$ cat src/rtl/dmux8way16_stream.sv
// Registered 1-to-LANES word demultiplexer: one-entry buffer per lane, valid/ready on both sides.
// Latency 1 cycle; in_ready drops only while in_sel targets a full lane that is not being popped.
// Optional per-lane accept / drop counters when DMUX_STATS_EN is defined.
module dmux8way16_stream #(
    parameter int WIDTH = 16,
    parameter int LANES = 8,
    parameter int SEL_W = 3
) (
    input  logic                   clock,
    input  logic                   reset_n,
    input  logic                   in_valid,
    output logic                   in_ready,
    input  logic [WIDTH-1:0]       in_data,
    input  logic [SEL_W-1:0]       in_sel,
    output logic [LANES-1:0]       out_valid,
    input  logic [LANES-1:0]       out_ready,
    output logic [LANES*WIDTH-1:0] out_data,
    input  logic [SEL_W-1:0]       stat_sel,
    output logic [15:0]            stat_count
);

    logic [LANES-1:0]       valid_q, valid_d;
    logic [LANES*WIDTH-1:0] data_q, data_d;
    logic [LANES-1:0]       hit, acc_lane, pop;
    logic                   accept;

    // An out-of-range in_sel hits no lane, so in_ready stays high and the word is dropped.
    always_comb begin
        hit      = '0;
        in_ready = 1'b1;
        for (int i = 0; i < LANES; i++) begin
            if (in_sel == SEL_W'(i)) begin
                hit[i]   = 1'b1;
                in_ready = ~valid_q[i] | out_ready[i];
            end
        end
    end

    assign accept   = in_valid & in_ready;
    assign acc_lane = hit & {LANES{accept}};
    assign pop      = valid_q & out_ready;

    always_comb begin
        valid_d = valid_q;
        data_d  = data_q;
        for (int i = 0; i < LANES; i++) begin
            if (acc_lane[i]) begin
                valid_d[i]               = 1'b1;
                data_d[i*WIDTH +: WIDTH] = in_data;
            end else if (pop[i]) begin
                valid_d[i]               = 1'b0;
                data_d[i*WIDTH +: WIDTH] = '0;
            end
        end
    end

    always_ff @(posedge clock or negedge reset_n) begin
        if (!reset_n) begin
            valid_q <= '0;
            data_q  <= '0;
        end else begin
            valid_q <= valid_d;
            data_q  <= data_d;
        end
    end

    assign out_valid = valid_q;
    assign out_data  = data_q;

`ifdef DMUX_STATS_EN
    logic [15:0] cnt_q [LANES];
    logic [15:0] cnt_d [LANES];
    logic [15:0] drop_q, drop_d;

    always_comb begin
        for (int i = 0; i < LANES; i++) begin
            cnt_d[i] = acc_lane[i] ? cnt_q[i] + 16'd1 : cnt_q[i];
        end
        drop_d = (accept & ~|hit) ? drop_q + 16'd1 : drop_q;
    end

    always_ff @(posedge clock or negedge reset_n) begin
        if (!reset_n) begin
            for (int i = 0; i < LANES; i++) begin
                cnt_q[i] <= '0;
            end
            drop_q <= '0;
        end else begin
            for (int i = 0; i < LANES; i++) begin
                cnt_q[i] <= cnt_d[i];
            end
            drop_q <= drop_d;
        end
    end

    always_comb begin
        stat_count = drop_q;
        for (int i = 0; i < LANES; i++) begin
            if (stat_sel == SEL_W'(i)) begin
                stat_count = cnt_q[i];
            end
        end
    end
`else
    logic unused_stat_sel;
    assign unused_stat_sel = ^stat_sel;
    assign stat_count      = 16'h0000;
`endif

endmodule
$ cat config.mk
export PLATFORM = sky130hd
export DESIGN_NAME = dmux8way16_stream
export DESIGN_NICKNAME = d
export VERILOG_FILES = /design/src/rtl/dmux8way16_stream.sv
export SDC_FILE = /design/constraint.sdc
export NUM_CORES = 1
export LEC_CHECK = 0
export CORE_ASPECT_RATIO = 0.75
export CORE_MARGIN = 4
export CORE_UTILIZATION = 50
export CTS_CLUSTER_DIAMETER = 40
export CTS_CLUSTER_SIZE = 16
export DETAILED_ROUTE_END_ITERATION = 7
export GPL_TIMING_DRIVEN = 0
export PLACE_DENSITY_LB_ADDON = 0.05
export SLEW_MARGIN = 10
export SYNTH_ARGS = -nofsm -noshare
export SYNTH_HDL_FRONTEND = slang
export SYNTH_SLANG_ARGS = --single-unit
export TNS_END_PERCENT = 10
$ cat constraint.sdc
create_clock -name clock -period 2.29 [get_ports clock]
set_clock_uncertainty 0.2 [all_clocks]
set_input_delay 0.229 -clock clock [delete_from_list [all_inputs] [get_ports clock]]
set_output_delay 0.229 -clock clock [all_outputs]
set_load 0.1 [all_outputs]
# == Word level (Yosys, flattened, before mapping) ==
# Cells that the tools add are included.
# Widths: inputs -> output; s select.
# word_totals
register_bits,136
latchBits,0
ram_bits,0
romBits,0
output_inout_bits,153
wordCells,99
mem_count,0
# op_classes
addsub,0
multipliers,0
div_mod_pow,0
n_lt_le_gt_ge,0
n_eq_ne,7
shift,0
n_mux,48
bitwise,19
n_reduce_logical,9
# op_table
op,n
$mux 16,16
$mux 1,32
$and 8x8->8,2
$reduce_bool 2->1,8
$eq 3x3->1 const B,4
$not 1->1,8
$or 1x1->1,8
$eq 3x2->1 const B,2
$eq 3x1->1 const B,1
$logic_not 3->1,1
$and 1x1->1,1

# == Depth between registers and ports, before layout ==
# depth
word_depth,13
mapped_depth,7
ltp_nobuf,4

# == Worst setup path after synthesis ==
# OpenSTA, ideal clock, no wires.
# synth_timing
path_kind,register -> output
startpoint,"reg valid_q[4], in the netlist out_valid[4]"
endpoint,out in_ready
arrival_ns,2.234
setup_slack_ns,-0.373
stages_incl_launch_ff,5
path_buffers,0
cell_sequence,dfrtp_1 -> and4bb_2 -> mux2i_1 -> a21boi_0 -> and3_1
# synth_between
elab_chain_len,6
# synth_lines
element,line,source
"start, declared",22,"logic [LANES-1:0] valid_q, valid_d;"
"start signal, assigned",62,valid_q <= valid_d;
$not 1->1,34,in_ready = ~valid_q[i] | out_ready[i];
$or 1x1->1,34,
$mux 1 (4 in series),32,if (in_sel == SEL_W'(i)) begin
"end, declared",12,"output logic in_ready,"
# No other way between the ends.

# == Worst setup path in the final report ==
# layout_timing
startpoint,"reg valid_q[1], in the netlist out_valid[1]"
endpoint,out in_ready
# layout_between
elab_chain_len,9
# layout_lines
element,line
$not 1->1,34
$or 1x1->1,34
$mux 1 (7 in series),32
# No other way between the ends.

==> impl_metrics.env <==
export IMPL_fmax_mhz=449
export IMPL_clockBufferDepth=2
export IMPL_r2r_slack_ns=0.42
export IMPL_multi_input_area_um2=2000
export IMPL_synth_distinct_cells=36
export IMPL_worst_path_max_fanout=4
export IMPL_fin_hold_ws_ns=0.202
export IMPL_route_antenna_remaining_nets=0
export IMPL_hold_path_class="in -> async"
export IMPL_start_kind="register"
export IMPL_antenna_cells=0
export IMPL_setup_worst_path_end_class="primary output"
export IMPL_first_iter_violations=399
export IMPL_grt_max_degree=70
export IMPL_slew_violations=0
export IMPL_ys_ff_latch=136
export IMPL_wirelength_um=17800
export IMPL_p_leak_uw=0.00442
export IMPL_post_route_min_period_ns=2.23
export IMPL_rsz0062_at_grt="false"
export IMPL_report_final_setup_viol=0
export IMPL_cp_required_ns=1.86
export IMPL_final_nets=847
export IMPL_syn_area_um2=5740
export IMPL_instances_no_fill=967
export IMPL_power_density_nw_per_um2=1230
export IMPL_fill_cells=849
export IMPL_drc=0
export IMPL_reg2reg_from="out_valid[7]"
export IMPL_regArea_um2=3410
export IMPL_num_vias=5199
export IMPL_finalWeightedCongestion=0.858
export IMPL_cts_sinks=136
export IMPL_area_delta_synth_final_pct=42.8
export IMPL_slowest_stage="dfrtp_2"
export IMPL_report_final_hold_viol_count=0
export IMPL_netlist_instances=612
export IMPL_clk_latency_ns=0.41
export IMPL_reg2reg_depth=4
export IMPL_fin_crit_sh_pct=97.3
export IMPL_cts_buffers=17
export IMPL_r2r_end="out_data[119]"
export IMPL_drive_above_1_share_pct=12.5
export IMPL_max_stage_delay_ns=0.38
export IMPL_avgViaCountPerCell=5.38
export IMPL_slew_headroom_pct=32.0
export IMPL_most_common_layout_cells="238 x nand2_1, 137 x dlygate4sd2_1, 133 x dfrtp_1"
export IMPL_cap_violations=0
export IMPL_ir_worst_vdd_mv=0.678
export IMPL_dp_final_hpwl_um=12300
export IMPL_core_rowCount=33
export IMPL_cp_num_cells=5
export IMPL_die_area_um2=13300
export IMPL_clk_pin_slew_ns=0.06
export IMPL_die_x_um=132
export IMPL_tightest_slew_ns=1.02
export IMPL_core_area_um2=11100
export IMPL_critPathBufInv=1
export IMPL_status="finished clean"
export IMPL_arrival_ns=1.80
export IMPL_dp_cells=918
export IMPL_initial_utilization_pct=51.8
export IMPL_die_h_um=101
export IMPL_worstSetupPathType="reg -> out"
export IMPL_postCtsSetupRepairBufs=0
export IMPL_yosysSeqAreaShare_pct=59.3
export IMPL_num_io_pins=186
export IMPL_wl_per_cell_um=18.4
export IMPL_yosys_warnings=0
export IMPL_cp_top_family="simple AND/OR/NAND/NOR gates"
export IMPL_cts_htree_levels=4
export IMPL_final_common_cell="nand2_1"
export IMPL_tns_ns=0
export IMPL_grt_pass1_vias=5270
export IMPL_crit_start="out_valid[1]"
export IMPL_grt_ovfl_total=0
export IMPL_ctsRootBufferMaster="clkbuf_16"
export IMPL_cp_cell_sequence="or3b_4, a22oi_2, a21boi_1, and3_2, buf_12"
export IMPL_grt_pass1_wl_um=28000
export IMPL_grt_total_usage_pct=27.1
export IMPL_syn_area_per_cell_um2=9.37
export IMPL_cts_tree="yes"
export IMPL_antenna_found_initial=0
export IMPL_drt_pass1_iter_count=5
export IMPL_portBuffers=150
[per-layer routing]
layer	track usage, %	wire [µm]
met2	45.4	8690
met1	33.5	7200
met5	0	0
met4	9.04	328
met3	8.93	1560
[how the worst max path moves through the flow]
| stage | endpoint |
|---|---|
| after floorplan | in_ready |
| after global placement | out_valid[4] |
| after detailed placement | in_ready |
| after CTS | in_ready |
| after global routing | in_ready |
| final | in_ready |
[area by class of cell]
type,instances,share of cell area [%]
Multi-Input combinational cell,423,24.4
Timing Repair Buffer,168,18.8
Clock buffer,18,5.24
Sequential cell,136,41.6
Tap cell,140,2.14
Inverter,2,0.0917
Clock inverter,14,2.73
Buffer,66,4.95
[registers in the layout, summed over array words and instances (netlist names)]
name / flops
out_data: 128
out_valid: 8
[synthesized netlist by cell type]
library cell | number | area (µm²)
nand2b_1 | 6 | 37.5
nor4b_4 | 1 | 23.8
nor3b_1 | 1 | 7.51
a22oi_1 | 1 | 7.51
nand2b_2 | 1 | 8.76
nand4_1 | 2 | 12.5
buf_6 | 1 | 11.3
o21ai_1 | 6 | 30.0
nor3b_4 | 1 | 18.8
and4bb_2 | 1 | 12.5
a21oi_4 | 1 | 16.3
inv_1 | 2 | 7.51
a22o_1 | 16 | 140
buf_4 | 32 | 240
and3_1 | 3 | 18.8
dfrtp_1 | 136 | 3400
nor2b_1 | 5 | 31.3
buf_2 | 16 | 80.1
a21oi_1 | 1 | 5.00
o21ai_0 | 59 | 295
or2_2 | 1 | 6.26
clkbuf_2 | 6 | 30.0
o211ai_1 | 2 | 15.0
and3b_1 | 2 | 17.5
nand3_1 | 50 | 250
conb_1 | 1 | 3.75
mux2i_1 | 1 | 10.0
nand4b_1 | 1 | 8.76
nor2_1 | 2 | 7.51
a21boi_0 | 1 | 7.51
nor3_2 | 1 | 10.0
clkbuf_1 | 11 | 41.3
a21o_1 | 1 | 7.51
nor4bb_1 | 1 | 10.0
nand2_1 | 238 | 893
or3b_1 | 1 | 8.76
[worst reg2reg max path: stages, from the launching register on]
cell and delay, ns:
dfrtp_1 0.39, nor2b_1 0.19, nor3_2 0.41, clkbuf_1 0.38
o21ai_0 0.18
[power by group]
part           total [µW]  switching (µW)  leakage [µW]  internal (µW)
combinational        4080            3470       0.00234            613
sequential           3000             229       0.00178           2780
clock                3000            1060      0.000303           1940
total               10100            4760       0.00442           5330
[stage by stage]
| stage | area (µm²) | util (%) | worst slack [ns] | power, µW |
|---|---|---|---|---|
| 2_1_floorplan | 5800 | - | 0.0475 | 6280 |
| 3_3_place_gp | 7470 | 67.5 | -4.79 | 7300 |
| 3_5_place_dp | 7500 | 67.8 | -0.932 | 7360 |
| 4_1_cts | 8170 | 73.8 | 0.00901 | 10100 |
| 5_1_grt | 8190 | 74.0 | 0.00133 | 10400 |
| 6_report | 8190 | 74.0 | 0.0629 | 10100 |
[logic make-up (layout without fill, tap and decap cells)]
logic type / Yosys count / after routing / synth area share, %
AOI/OAI and AO/OA: 88 / 88 / 9.14
buffers and inverters: 68 / 268 / 7.16
DFF: 136 / 136 / 59.3
muxes: 1 / 1 / 0.175
other: 1 / 16 / 0.0654
and+or+nand+nor: 318 / 318 / 24.1
[timing repair]
item | CTS | global route
pin swaps | 0 | 1
resized for setup | 147 | 5
setup endpoints to repair | 137 | 1
hold endpoints to repair | 185 | 0
hold buffers | 17 | 0
Note: power is estimated with default switching activity, not from simulation.
